$ cat config.mk
export PLATFORM = sky130hd
export DESIGN_NAME = spi_flash_responder_flat
export DESIGN_NICKNAME = d
export VERILOG_FILES = /design/src/rtl/spi_flash_responder_if.sv /design/src/rtl/spi_flash_responder.sv /design/src/flat_wrapper.sv
export SDC_FILE = /design/constraint.sdc
export NUM_CORES = 1
export LEC_CHECK = 0
export CAP_MARGIN = 40
export CELL_PAD_IN_SITES_DETAIL_PLACEMENT = 1
export CELL_PAD_IN_SITES_GLOBAL_PLACEMENT = 2
export CORE_MARGIN = 2
export CORE_UTILIZATION = 32
export DETAILED_ROUTE_END_ITERATION = 8
export HOLD_SLACK_MARGIN = 0.05
export PLACE_DENSITY = 0.77
export SLEW_MARGIN = 30
export SYNTH_ARGS = -nofsm -noshare
export SYNTH_HDL_FRONTEND = slang
export SYNTH_SLANG_ARGS = --single-unit
$ cat constraint.sdc
create_clock -name C25M -period 1.84 [get_ports C25M]
set_input_delay 0.368 -clock C25M [delete_from_list [all_inputs] [get_ports C25M]]
set_output_delay 0.368 -clock C25M [all_outputs]
set_load 0.05 [all_outputs]
$ cat src/rtl/spi_flash_responder_if.sv
// Byte-fetch port between the flash responder (master) and its backing memory (slave).
interface spi_flash_responder_if #(
    parameter int unsigned ADDR_W = 24
);
    logic              MemReq;
    logic [ADDR_W-1:0] MemAddr;
    logic              MemAck;
    logic [7:0]        MemData;

    modport master (output MemReq, output MemAddr, input MemAck, input MemData);
    modport slave  (input MemReq, input MemAddr, output MemAck, output MemData);
endinterface

$ cat src/rtl/spi_flash_responder.sv
// SPI NOR-flash target answering READ (0x03) and dual-output fast read (0x3B).
// SPI pins are oversampled on C25M; bytes are prefetched over a req/ack memory port.
module spi_flash_responder #(
    parameter int unsigned ADDR_W     = 24,
    parameter int unsigned DUMMY_CLKS = 8
) (
    input  logic C25M,
    input  logic RES,
    input  logic nFCS,
    input  logic FCK,
    input  logic MOSIin,
    output logic MISOout,
    output logic MISOOE,
    output logic MOSIout,
    output logic MOSIOE,
    output logic Busy,
    output logic Underrun,
    spi_flash_responder_if.master mem
);

    localparam int unsigned DummyW = $clog2(DUMMY_CLKS + 1);
    localparam int unsigned CntW   = (DummyW > 5) ? DummyW : 5;

    typedef enum logic [2:0] {StIdle, StCmd, StAddr, StDummy, StData, StIgnore} stateE;

    logic [1:0] nfcsSync, fckSync, mosiSync;
    logic       fckPrev;
    logic       csHigh, fckRise, fckFall, mosiS;

    stateE             stateQ, stateD;
    logic [CntW-1:0]   bitCntQ, bitCntD;
    logic [22:0]       shiftInQ, shiftInD;
    logic              dualQ, dualD;
    logic [ADDR_W-1:0] addrCntQ, addrCntD;
    logic [ADDR_W-1:0] memAddrQ, memAddrD;
    logic              memReqQ, memReqD;
    logic              discardQ, discardD;
    logic [7:0]        bufQ, bufD;
    logic              bufValidQ, bufValidD;
    logic [7:0]        shiftOutQ, shiftOutD;
    logic              misoQ, misoD, mosiQ, mosiD;
    logic              underrunQ, underrunD;

    logic [23:0]       rxWord;
    logic [7:0]        loadByte, curByte;
    logic              accept, fetching;

    always_ff @(posedge C25M) begin
        if (RES) begin
            nfcsSync <= 2'b11;
            fckSync  <= 2'b00;
            mosiSync <= 2'b00;
            fckPrev  <= 1'b0;
        end else begin
            nfcsSync <= {nfcsSync[0], nFCS};
            fckSync  <= {fckSync[0], FCK};
            mosiSync <= {mosiSync[0], MOSIin};
            fckPrev  <= fckSync[1];
        end
    end

    assign csHigh  = nfcsSync[1];
    assign fckRise = fckSync[1] & ~fckPrev;
    assign fckFall = ~fckSync[1] & fckPrev;
    assign mosiS   = mosiSync[1];

    always_comb begin
        stateD    = stateQ;
        bitCntD   = bitCntQ;
        shiftInD  = shiftInQ;
        dualD     = dualQ;
        addrCntD  = addrCntQ;
        memAddrD  = memAddrQ;
        memReqD   = memReqQ;
        discardD  = discardQ;
        bufD      = bufQ;
        bufValidD = bufValidQ;
        shiftOutD = shiftOutQ;
        misoD     = misoQ;
        mosiD     = mosiQ;
        underrunD = underrunQ;
        rxWord    = {shiftInQ, mosiS};
        loadByte  = 8'hFF;
        curByte   = shiftOutQ;
        accept    = 1'b0;
        fetching  = (stateQ == StDummy) || (stateQ == StData);

        // Acks for a fetch left over from an aborted transfer are swallowed.
        if (memReqQ && mem.MemAck) begin
            memReqD  = 1'b0;
            discardD = 1'b0;
            accept   = !discardQ && !csHigh && fetching;
            if (accept) begin
                bufD      = mem.MemData;
                bufValidD = 1'b1;
                addrCntD  = addrCntQ + ADDR_W'(1);
            end
        end

        if (csHigh) begin
            if (stateQ != StIdle) begin
                stateD = StIdle;
                misoD  = 1'b1;
                mosiD  = 1'b1;
            end
            bufValidD = 1'b0;
            bitCntD   = '0;
            if (memReqQ && !mem.MemAck) begin
                discardD = 1'b1;
            end
        end else begin
            case (stateQ)
                StIdle: begin
                    stateD  = StCmd;
                    bitCntD = '0;
                end
                StCmd: begin
                    if (fckRise) begin
                        shiftInD = rxWord[22:0];
                        bitCntD  = bitCntQ + CntW'(1);
                        if (bitCntQ == CntW'(7)) begin
                            bitCntD = '0;
                            if (rxWord[7:0] == 8'h03) begin
                                stateD = StAddr;
                                dualD  = 1'b0;
                            end else if (rxWord[7:0] == 8'h3B) begin
                                stateD = StAddr;
                                dualD  = 1'b1;
                            end else begin
                                stateD = StIgnore;
                            end
                        end
                    end
                end
                StAddr: begin
                    if (fckRise) begin
                        shiftInD = rxWord[22:0];
                        bitCntD  = bitCntQ + CntW'(1);
                        if (bitCntQ == CntW'(23)) begin
                            bitCntD  = '0;
                            addrCntD = rxWord[ADDR_W-1:0];
                            if (!memReqQ) begin
                                memReqD  = 1'b1;
                                memAddrD = rxWord[ADDR_W-1:0];
                            end
                            stateD = dualQ ? StDummy : StData;
                        end
                    end
                end
                StDummy: begin
                    if (fckRise) begin
                        bitCntD = bitCntQ + CntW'(1);
                        if (bitCntQ == CntW'(DUMMY_CLKS - 1)) begin
                            bitCntD = '0;
                            stateD  = StData;
                        end
                    end
                end
                StData: begin
                    if (fckFall) begin
                        if (bitCntQ == '0) begin
                            // A same-cycle ack bypasses the buffer straight into the shifter.
                            if (accept) begin
                                loadByte = mem.MemData;
                            end else if (bufValidQ) begin
                                loadByte = bufQ;
                            end else begin
                                loadByte  = 8'hFF;
                                underrunD = 1'b1;
                            end
                            bufValidD = 1'b0;
                            curByte   = loadByte;
                        end
                        misoD = curByte[7];
                        if (dualQ) begin
                            mosiD     = curByte[6];
                            shiftOutD = {curByte[5:0], 2'b00};
                        end else begin
                            shiftOutD = {curByte[6:0], 1'b0};
                        end
                        bitCntD = (bitCntQ == (dualQ ? CntW'(3) : CntW'(7))) ? '0
                                                                            : bitCntQ + CntW'(1);
                    end
                end
                StIgnore: begin
                    stateD = StIgnore;
                end
                default: begin
                    stateD = StIdle;
                end
            endcase
        end

        if (!memReqQ && !bufValidQ && fetching && !csHigh) begin
            memReqD  = 1'b1;
            memAddrD = addrCntQ;
        end
    end

    always_ff @(posedge C25M) begin
        if (RES) begin
            stateQ    <= StIdle;
            bitCntQ   <= '0;
            shiftInQ  <= '0;
            dualQ     <= 1'b0;
            addrCntQ  <= '0;
            memAddrQ  <= '0;
            memReqQ   <= 1'b0;
            discardQ  <= 1'b0;
            bufQ      <= 8'h00;
            bufValidQ <= 1'b0;
            shiftOutQ <= 8'h00;
            misoQ     <= 1'b1;
            mosiQ     <= 1'b1;
            underrunQ <= 1'b0;
        end else begin
            stateQ    <= stateD;
            bitCntQ   <= bitCntD;
            shiftInQ  <= shiftInD;
            dualQ     <= dualD;
            addrCntQ  <= addrCntD;
            memAddrQ  <= memAddrD;
            memReqQ   <= memReqD;
            discardQ  <= discardD;
            bufQ      <= bufD;
            bufValidQ <= bufValidD;
            shiftOutQ <= shiftOutD;
            misoQ     <= misoD;
            mosiQ     <= mosiD;
            underrunQ <= underrunD;
        end
    end

    assign MISOout     = misoQ;
    assign MOSIout     = mosiQ;
    assign MISOOE      = (stateQ == StData);
    assign MOSIOE      = (stateQ == StData) && dualQ;
    assign Busy        = (stateQ != StIdle);
    assign Underrun    = underrunQ;
    assign mem.MemReq  = memReqQ;
    assign mem.MemAddr = memAddrQ;

endmodule

$ cat src/flat_wrapper.sv
// flat-port wrapper written by rule: the top's interface ports become plain ports
module spi_flash_responder_flat 
#(
    parameter int unsigned ADDR_W     = 24,
    parameter int unsigned DUMMY_CLKS = 8
)
  (C25M, RES, nFCS, FCK, MOSIin, MISOout, MISOOE, MOSIout, MOSIOE, Busy, Underrun, mem_MemReq, mem_MemAddr, mem_MemAck, mem_MemData);
  spi_flash_responder_if #(.ADDR_W(ADDR_W)) mem_i ();
  input  logic C25M;
  input  logic RES;
  input  logic nFCS;
  input  logic FCK;
  input  logic MOSIin;
  output logic MISOout;
  output logic MISOOE;
  output logic MOSIout;
  output logic MOSIOE;
  output logic Busy;
  output logic Underrun;
  output wire logic [$bits(mem_i.MemReq)-1:0] mem_MemReq;
  output wire logic [$bits(mem_i.MemAddr)-1:0] mem_MemAddr;
  input wire logic [$bits(mem_i.MemAck)-1:0] mem_MemAck;
  input wire logic [$bits(mem_i.MemData)-1:0] mem_MemData;
  assign mem_MemReq = mem_i.MemReq;
  assign mem_MemAddr = mem_i.MemAddr;
  assign mem_i.MemAck = mem_MemAck;
  assign mem_i.MemData = mem_MemData;
  spi_flash_responder #(.ADDR_W(ADDR_W), .DUMMY_CLKS(DUMMY_CLKS)) u_core (.C25M(C25M), .RES(RES), .nFCS(nFCS), .FCK(FCK), .MOSIin(MOSIin), .MISOout(MISOout), .MISOOE(MISOOE), .MOSIout(MOSIout), .MOSIOE(MOSIOE), .Busy(Busy), .Underrun(Underrun), .mem(mem_i));
endmodule
# Yosys cells after proc, flatten, opt, wreduce, memory -nomap -nowiden
# Cells that the tools add are included.
[totals]
reg_bits = 109
in_bits = 14
output_inout_bits = 31
wordCells = 150
[op_classes]
n_addsub = 2
n_eq_ne = 23
mux = 62
n_bitwise = 7
reduce_logical = 38
[op_table]
columns = ["operator", "count"]
rows = [
  ["$mux 24", 12],
  ["$mux 3", 12],
  ["$mux 8", 4],
  ["$mux 5", 6],
  ["$mux 1", 26],
  ["$add 24x1->24 const B", 1],
  ["$pmux 5 s4", 1],
  ["$pmux 3 s6", 1],
  ["$ne 3x1->1 const B", 5],
  ["$reduce_bool 2->1", 7],
  ["$reduce_and 5->1", 2],
  ["$reduce_and 3->1", 3],
  ["$eq 8x2->1 const B", 1],
  ["$eq 8x6->1 const B", 1],
  ["$logic_and 1x1->1", 8],
  ["$ne 2x1->1 const B", 4],
  ["$reduce_and 4->1", 2],
  ["$reduce_and 8->1", 1],
  ["$eq 3x2->1 const B", 2],
  ["$eq 3x3->1 const B", 2],
  ["$ne 2x2->1 const B", 3],
  ["$reduce_and 6->1", 1],
  ["$reduce_or 2->1", 3],
  ["$add 5x1->5 const B", 1],
  ["14 further kinds", 23],
]

# Logic depth before layout (Yosys ltp)
# Gate-level depths: netlist of run 1.
[depth]
ltp_word = 10
depth_mapped = 10
mapped_depth_nobuf = 7

# Worst setup path before layout of run 1
# OpenSTA, ideal clock, no wires.
[synth_timing]
path_kind = "register -> register"
from = "register u_core.memReqQ (netlist: u_core.mem.MemReq)"
to = "register u_core.shiftOutQ[2]"
setup_ns = 0.103
t_arrival_ns = 2.055
required_time_ns = 1.737
slack_ns = -0.318
path_stages_with_launch = 8
n_path_buf = 2
period_less_slack_ns = 2.158
cell_sequence = "dfxtp_1 > and3b_1 > clkbuf_1 > o21a_1 > buf_2 > mux2i_1 > nor2_1 > a2111oi_2"
[synth_via]
elab_chain_cells = 5
[synth_lines]
columns = ["element", "line_no", "rtl"]
rows = [
  ["from (decl)", "spi_flash_responder.sv:36", "logic memReqQ, memReqD;"],
  ["from (signal assigned)", "spi_flash_responder.sv:223", "memReqQ <= memReqD;"],
  ["$logic_and 1x1->1", "spi_flash_responder.sv:89", "if (memReqQ && mem.MemAck) begin"],
  ["$mux 1", "spi_flash_responder.sv:89", ""],
  ["$mux 8", "spi_flash_responder.sv:163", "if (accept) begin"],
  ["$mux 8", "spi_flash_responder.sv:161", "if (bitCntQ == '0) begin"],
  ["$mux 8", "spi_flash_responder.sv:175", "if (dualQ) begin"],
  ["to (signal assigned)", "spi_flash_responder.sv:227", "shiftOutQ <= shiftOutD;"],
  ["to (decl)", "spi_flash_responder.sv:40", "logic [7:0] shiftOutQ, shiftOutD;"],
]
# No other way between the ends.
# A chain may end at the register's enable or synchronous reset.

# Worst setup path in the final report of run 1
[layout_timing]
from = "register u_core.stateQ[1]"
to = "output port MISOOE"
[layout_via]
elab_chain_cells = 1
[layout_lines]
columns = ["element", "line_no", "rtl"]
rows = [
  ["from (decl)", "spi_flash_responder.sv:30", "stateE stateQ, stateD;"],
  ["from (signal assigned)", "spi_flash_responder.sv:202", "stateQ <= StIdle;"],
  ["from (signal assigned)", "spi_flash_responder.sv:217", "stateQ <= stateD;"],
  ["$eq 3x3->1", "spi_flash_responder.sv:236", "assign MISOOE = (stateQ == StData);"],
  ["to (decl)", "flat_wrapper.sv:15", "output logic MISOOE;"],
]
# No other way between the ends.

==> results by group, run 1 <==
Status
  • Outcome: finished, violations left
  • Failing checks: setup timing

Layout
  • Area of the multi-input gates: 3342 µm²
  • Sequential cell area: 2183 µm²
  • Diode count: 0
  • Commonest non-fill, non-tap cell in the layout: dfxtp_1
  • Share of cells above drive strength 1: 39.28%
  • Fillers: 1775
  • Non-Filler Instances: 906
  • Final instance area: 7572 µm²
  • P&R area growth vs syn: 47.50%
  • Most frequent cells in the layout: dfxtp_1, buf_4, nor2_1
  • Layout net count: 703

Die
  • Core ar.: 15770 µm²
  • Row count: 46
  • Chip Width: 130.7 µm
  • Initial Util: 32.55%
  • Die height: 130.7 µm
  • Ports: 45
  • Die area: 17070 µm²

STA
  • Hold_ws: 0.4182 ns
  • Max-slew violations: 0
  • Final setup fails: 43
  • Hold Vio Cnt, Final: 0
  • Min Tclk post-route: 1.978 ns
  • Clk_skew: 0.01666 ns
  • Final WS setup: -0.1384 ns
  • Fmax achieved: 505.5 MHz
  • Slew margin rel.: 68.89%
  • RSZ-0062 raised after global routing: yes
  • Worst Tran Pin Value: 0.4654 ns
  • Tcrit/Tclk final: 107.5%

Yosys
  • Register area share after synthesis: 42.12%
  • Syn Nets: 593
  • Post-synth EDFFs: 0
  • Largest family of logic cells by synthesized area: simple AND/OR/NAND/NOR gates
  • Syn Inst Count: 576
  • Async SR Flop Fraction: 0%
  • Syn Area/Cell: 8.913 µm²
  • XOR/XNOR share of the synthesized area: 3.924%
  • Netlist Area Pre-Place: 5134 µm²
  • Synth Area in Adders: 0.7312%
  • Post-synthesis mux area share: 9.188%
  • Simple-Gate Fraction of Synth Area: 21.57%
  • Synth Register Bits: 108
  • Cell variety after synth: 59
  • Ys Warns: 0
  • Predominant post-synthesis flop cell: dfxtp_1
  • Post-synthesis compound-gate area fraction: 17.57%

Detailed routing
  • Initial DRC Count: 185
  • Vias/cell: 5.307
  • DRC Markers: 0
  • Antenna Nets Post-Route: 0
  • Routed vias: 4808
  • DRT Wirelength: 17.36 mm
  • WL/cell: 19.17 µm
  • First drt pass iteration count: 4

Critical path
  • Most used cell, CP: buf_6
  • Worst Setup Start Kind: flip-flop
  • Crit Path Class: reg -> out
  • CP Buf/Inv Count: 4
  • Critical path's slowest cell: or3b_4
  • Cell family with most CP delay: buffers and inverters
  • Endpoint type of the worst setup path: primary output
  • CP Max Fanout: 7
  • CP peak stage delay: 0.40 ns
  • CP Data Arrival Time: 1.61 ns
  • Crit path required time: 1.47 ns
  • CP Cell Sequence: buf_6, or3b_4, buf_6, inv_4, buf_12

CTS
  • Clock sink count: 108
  • Worst-Skew Late Latency: 0.37 ns
  • Total CTS buffers: 9
  • Root Buffer: clkbuf_16
  • Clk buf depth: 2
  • CTS tree: done
  • Reg clk slew, reported paths: 0.07 ns
  • H-tree Lvls: 3
  • Post-cts hold buffer count: 0

Placement
  • Post-Place Setup Slack: -0.4839 ns
  • PortBufs: 44
  • RePlAce Congestion: 0.7992
  • Post-placement cell area: 6130 µm²
  • Half-perimeter wire length after placement: 10.40 mm
  • Cells after DPL: 852

Pwr
  • Power density over the cells: 593.9 nW/µm²
  • Overall power: 4.497 mW
  • Pleak: 3.054 nW
  • Peak VDD IR: 0.5089 mV

GRT
  • Grt total ovfl: 0
  • Initial antenna violation count: 0
  • Vias in the first global route: 4771
  • GRT Overall Usage: 19.11%
  • First-pass GRT wire length: 25.44 mm
  • Pin count of the biggest net entering global routing: 75

Worst hold path
  • Hold Crit Class: reg -> reg

Job
  • # Max-Cap Violations: 0
cells in the mapped netlist, drive strengths merged, types with 12 or more instances:
cell,number,area (µm²)
a211oi,48,360.4
o21ai,12,60.05
buf,19,116.4
dfxtp,108,2162
xnor2,13,113.9
clkbuf,26,97.59
a21oi,22,110.1
nor2,91,341.6
nand2,37,138.9
nand3,15,75.07
mux2i,46,460.4
cells by family (layout without fill, tap and decap cells):
family,after synthesis,count (layout)
flops,108,108
fa+ha+maj,3,3
compound gates,125,126
simple gates,215,215
xor+xnor,23,23
mux,47,47
buf+inv,55,168
registers in the layout, indices dropped and copies added (netlist names), named ones only:
| signal | count |
|---|---|
| u_core.MISOout | 1 |
| u_core.MOSIout | 1 |
| u_core.Underrun | 1 |
| u_core.addrCntQ | 24 |
| u_core.bitCntQ | 5 |
| u_core.bufQ | 8 |
| u_core.bufValidQ | 1 |
| u_core.dualQ | 1 |
| u_core.fckPrev | 1 |
| u_core.fckSync | 2 |
| u_core.mem.MemAddr | 24 |
| u_core.mem.MemReq | 1 |
| u_core.mosiSync | 2 |
| u_core.nfcsSync | 2 |
| u_core.shiftInQ | 23 |
| u_core.shiftOutQ | 7 |
| u_core.stateQ | 3 |
final cells by class:
type,instances,share of cell area [%]
multi-input combinational,414,44.13
sequential,108,28.83
timing repair buffer,143,18.92
clock buffer,12,3.668
tap,216,3.569
inverter,10,0.5288
clock inverter,3,0.3470
repair_timing:
action	4_1_cts	5_1_grt
gates cloned	4	5
gates resized for setup	34	137
pin swaps	6	43
buffers inserted	11	20
endpoints found under the setup margin	67	67
final timing paths:
kind,start,end,slack [ns],cells past startpoint
min reg2reg,u_core.nfcsSync[0],u_core.nfcsSync[1],0.42,1
max,u_core.stateQ[1],MISOOE,-0.14,5
min,u_core.nfcsSync[0],u_core.nfcsSync[1],0.42,1
max reg2reg,u_core.stateQ[1],u_core.bitCntQ[2],-0.10,7
report_power, final:
group	total, mW	switching [mW]	internal (mW)
registers	2.34	0.00703	2.34
clock network	2.00	0.923	1.08
logic	0.152	0.0861	0.0660
total	4.50	1.02	3.48
routing by layer:
layer | vias to the layer above | wire, µm | global-route usage (%)
met5 | - | 0 | 0
met4 | 0 | 323 | 6.633
met3 | 20 | 507 | 2.565
met2 | 73 | 8723 | 33.06
met1 | 2414 | 7810 | 24.52
li1 | 2301 | - | -
stage by stage:
stage / util, % / TNS (ns)
final: 48.02 / -2.298
after global routing: 48.02 / -6.250
after CTS: 42.68 / -3.062
after detailed placement: 38.87 / -14.22
after global placement: 38.87 / -11.66
after floorplan: - / -0.3785
Note: power is estimated with default switching activity, not from simulation.
==> inputs of run 2 (changes only) <==
CORE_UTILIZATION = 38   (was 32)
PLACE_DENSITY = 0.86   (was 0.77)
clock period = 2.32 ns   (was 1.84 ns; I/O delays follow)
==> run 2 against run 1 <==
  * The run now ends clean
  * Die area shrank 15%
  * Non-clock buffer count down 75
  * Combinational power decreased by 37%
  * First-iteration DRC count is 11% lower
  * Highest routed layer unchanged
  * Design area fell by 19%
  * Register-to-register slack gained 0.30 ns
  * Clock skew fell by 0.0080 ns
  * Largest cell class unchanged
  * Sequential share of layout area rose by 6.6 points
  * Critical path depth down 4
  * Critical endpoint is now mem_MemReq
==> results by group, run 2 (same netlist as run 1, synthesis figures left out) <==
GRT
  • GR peak layer: met2
  • GRT Overall Usage: 18.81%
  • Met2 usage: 30.18%
  • M3 GR Usage: 2.972%
  • Pin count of the biggest net entering global routing: 100
  • Vias in the first global route: 4361
  • Initial antenna violation count: 0
  • Grt total ovfl: 0
  • First-pass GRT wire length: 21.98 mm
  • Routing usage on met1: 25.31%

STA
  • Hold Vio Cnt, Final: 0
  • Tcrit/Tclk final: 94.32%
  • RSZ-0062 raised after global routing: no
  • Final setup fails: 0
  • Max-slew violations: 0
  • Setup TNS: 0 ns
  • Clk_skew: 0.008706 ns
  • Hold_ws: 0.3864 ns
  • Slew margin rel.: 65.77%
  • Fmax achieved: 457.0 MHz
  • Min Tclk post-route: 2.188 ns
  • Worst Tran Pin Value: 0.5118 ns

CTS
  • Clock sink count: 108
  • H-tree Lvls: 3
  • Worst-Skew Late Latency: 0.36 ns
  • Clk buf depth: 2
  • Reg clk slew, reported paths: 0.07 ns
  • Setup Fix Bufs, Post-CTS: 0
  • CTS tree: done
  • Root Buffer: clkbuf_16
  • Total CTS buffers: 9

Placement
  • Half-perimeter wire length after placement: 8.789 mm
  • Cells after DPL: 775
  • RePlAce Congestion: 0.8606
  • PortBufs: 44
  • Post-placement cell area: 5786 µm²

Die
  • Ports: 45
  • Initial Util: 38.77%
  • Chip Width: 120.2 µm
  • Row count: 42
  • Core ar.: 13240 µm²
  • Die height: 120.2 µm
  • Die area: 14460 µm²

Layout
  • Diode count: 0
  • Non-Filler Instances: 791
  • Fillers: 1572
  • Share of cells above drive strength 1: 9.919%
  • Layout net count: 627
  • P&R area growth vs syn: 18.89%
  • Post-layout util: 46.09%
  • Most frequent cells in the layout: dfxtp_1, nor2_1, a211oi_1
  • Final instance area: 6103 µm²
  • Commonest non-fill, non-tap cell in the layout: dfxtp_1

Job
  • # Max-Cap Violations: 0

Detailed routing
  • DRC Markers: 0
  • Vias/cell: 5.477
  • First drt pass iteration count: 4
  • DRT Wirelength: 13.02 mm
  • Routed vias: 4332
  • WL/cell: 16.47 µm
  • Antenna Nets Post-Route: 0
  • Initial DRC Count: 164

Status
  • Outcome: finished, final reports clean

Critical path
  • CP Cell Sequence: clkdlybuf4s50_1
  • Endpoint type of the worst setup path: primary output
  • Critical path's slowest cell: clkdlybuf4s50_1
  • CP Buf/Inv Count: 1
  • CP Data Arrival Time: 1.72 ns
  • Crit Path Class: reg -> out
  • Critical Path Start: u_core.mem.MemReq
  • CP Max Fanout: 7
  • Worst Setup Start Kind: flip-flop
  • CP peak stage delay: 0.87 ns
  • R2R setup slack: 0.20 ns
  • Cell family with most CP delay: buffers and inverters
  • RR Startpoint: u_core.stateQ[2]
  • Crit path required time: 1.86 ns

Worst hold path
  • Worst hold start: RES
  • Hold Crit Class: in -> reg

Pwr
  • Peak VDD IR: 0.3225 mV
  • Power density over the cells: 584.4 nW/µm²
  • Pleak: 2.282 nW
-- run 2: path summary, 6_finish.rpt --
kind	to	cells after the start
setup / recovery	mem_MemReq	1
hold reg to reg	u_core.nfcsSync[1]	1
setup reg to reg	u_core.bitCntQ[4]	5
hold / removal	u_core.fckPrev	2
-- run 2: layout make-up --
class	instances	area [µm²]	share of cell area, %
clock buffer	11	252.7	4.141
clock inverter	5	58.81	0.9635
inverter	10	37.54	0.6150
multi-input combinational	413	2721	44.59
sequential	108	2163	35.44
tap	176	220.2	3.608
timing repair buffer	68	649.4	10.64
-- run 2: per-stage QoR --
step           setup WS (ns)  total power [mW]
5_1_grt              0.04739             3.703
6_report              0.1317             3.567
3_5_place_dp         -0.1255             2.004
2_1_floorplan         0.1618             1.958
3_3_place_gp        -0.04380             2.002
4_1_cts              0.04136             3.603
-- run 2: repair_timing --
| item | in CTS | in global routing |
|---|---|---|
| hold buffers | 0 | 0 |
| hold endpoints to repair | 0 | 0 |
| gates resized for setup | 0 | 3 |
| endpoints found under the setup margin | 0 | 7 |
-- run 2: routing by layer --
| metal | wire, µm | up-vias |
|---|---|---|
| met5 | 0 | - |
| met4 | 233 | 0 |
| met1 | 6422 | 2120 |
| li1 | - | 2145 |
| met2 | 6041 | 52 |
| met3 | 327 | 15 |
-- run 2: power by group --
| group | internal (mW) | leakage, nW | switching (mW) |
|---|---|---|---|
| registers | 1.86 | 0.872 | 0.00501 |
| clock network | 0.899 | 0.148 | 0.709 |
| logic | 0.0397 | 1.26 | 0.0566 |
| total | 2.80 | 2.28 | 0.770 |
==> inputs of run 3 (changes only) <==
CTS_CLUSTER_DIAMETER = 100   (was unset)
==> results of run 3 <==
No change in the layout: final DEF, timing and power equal those of run 2.
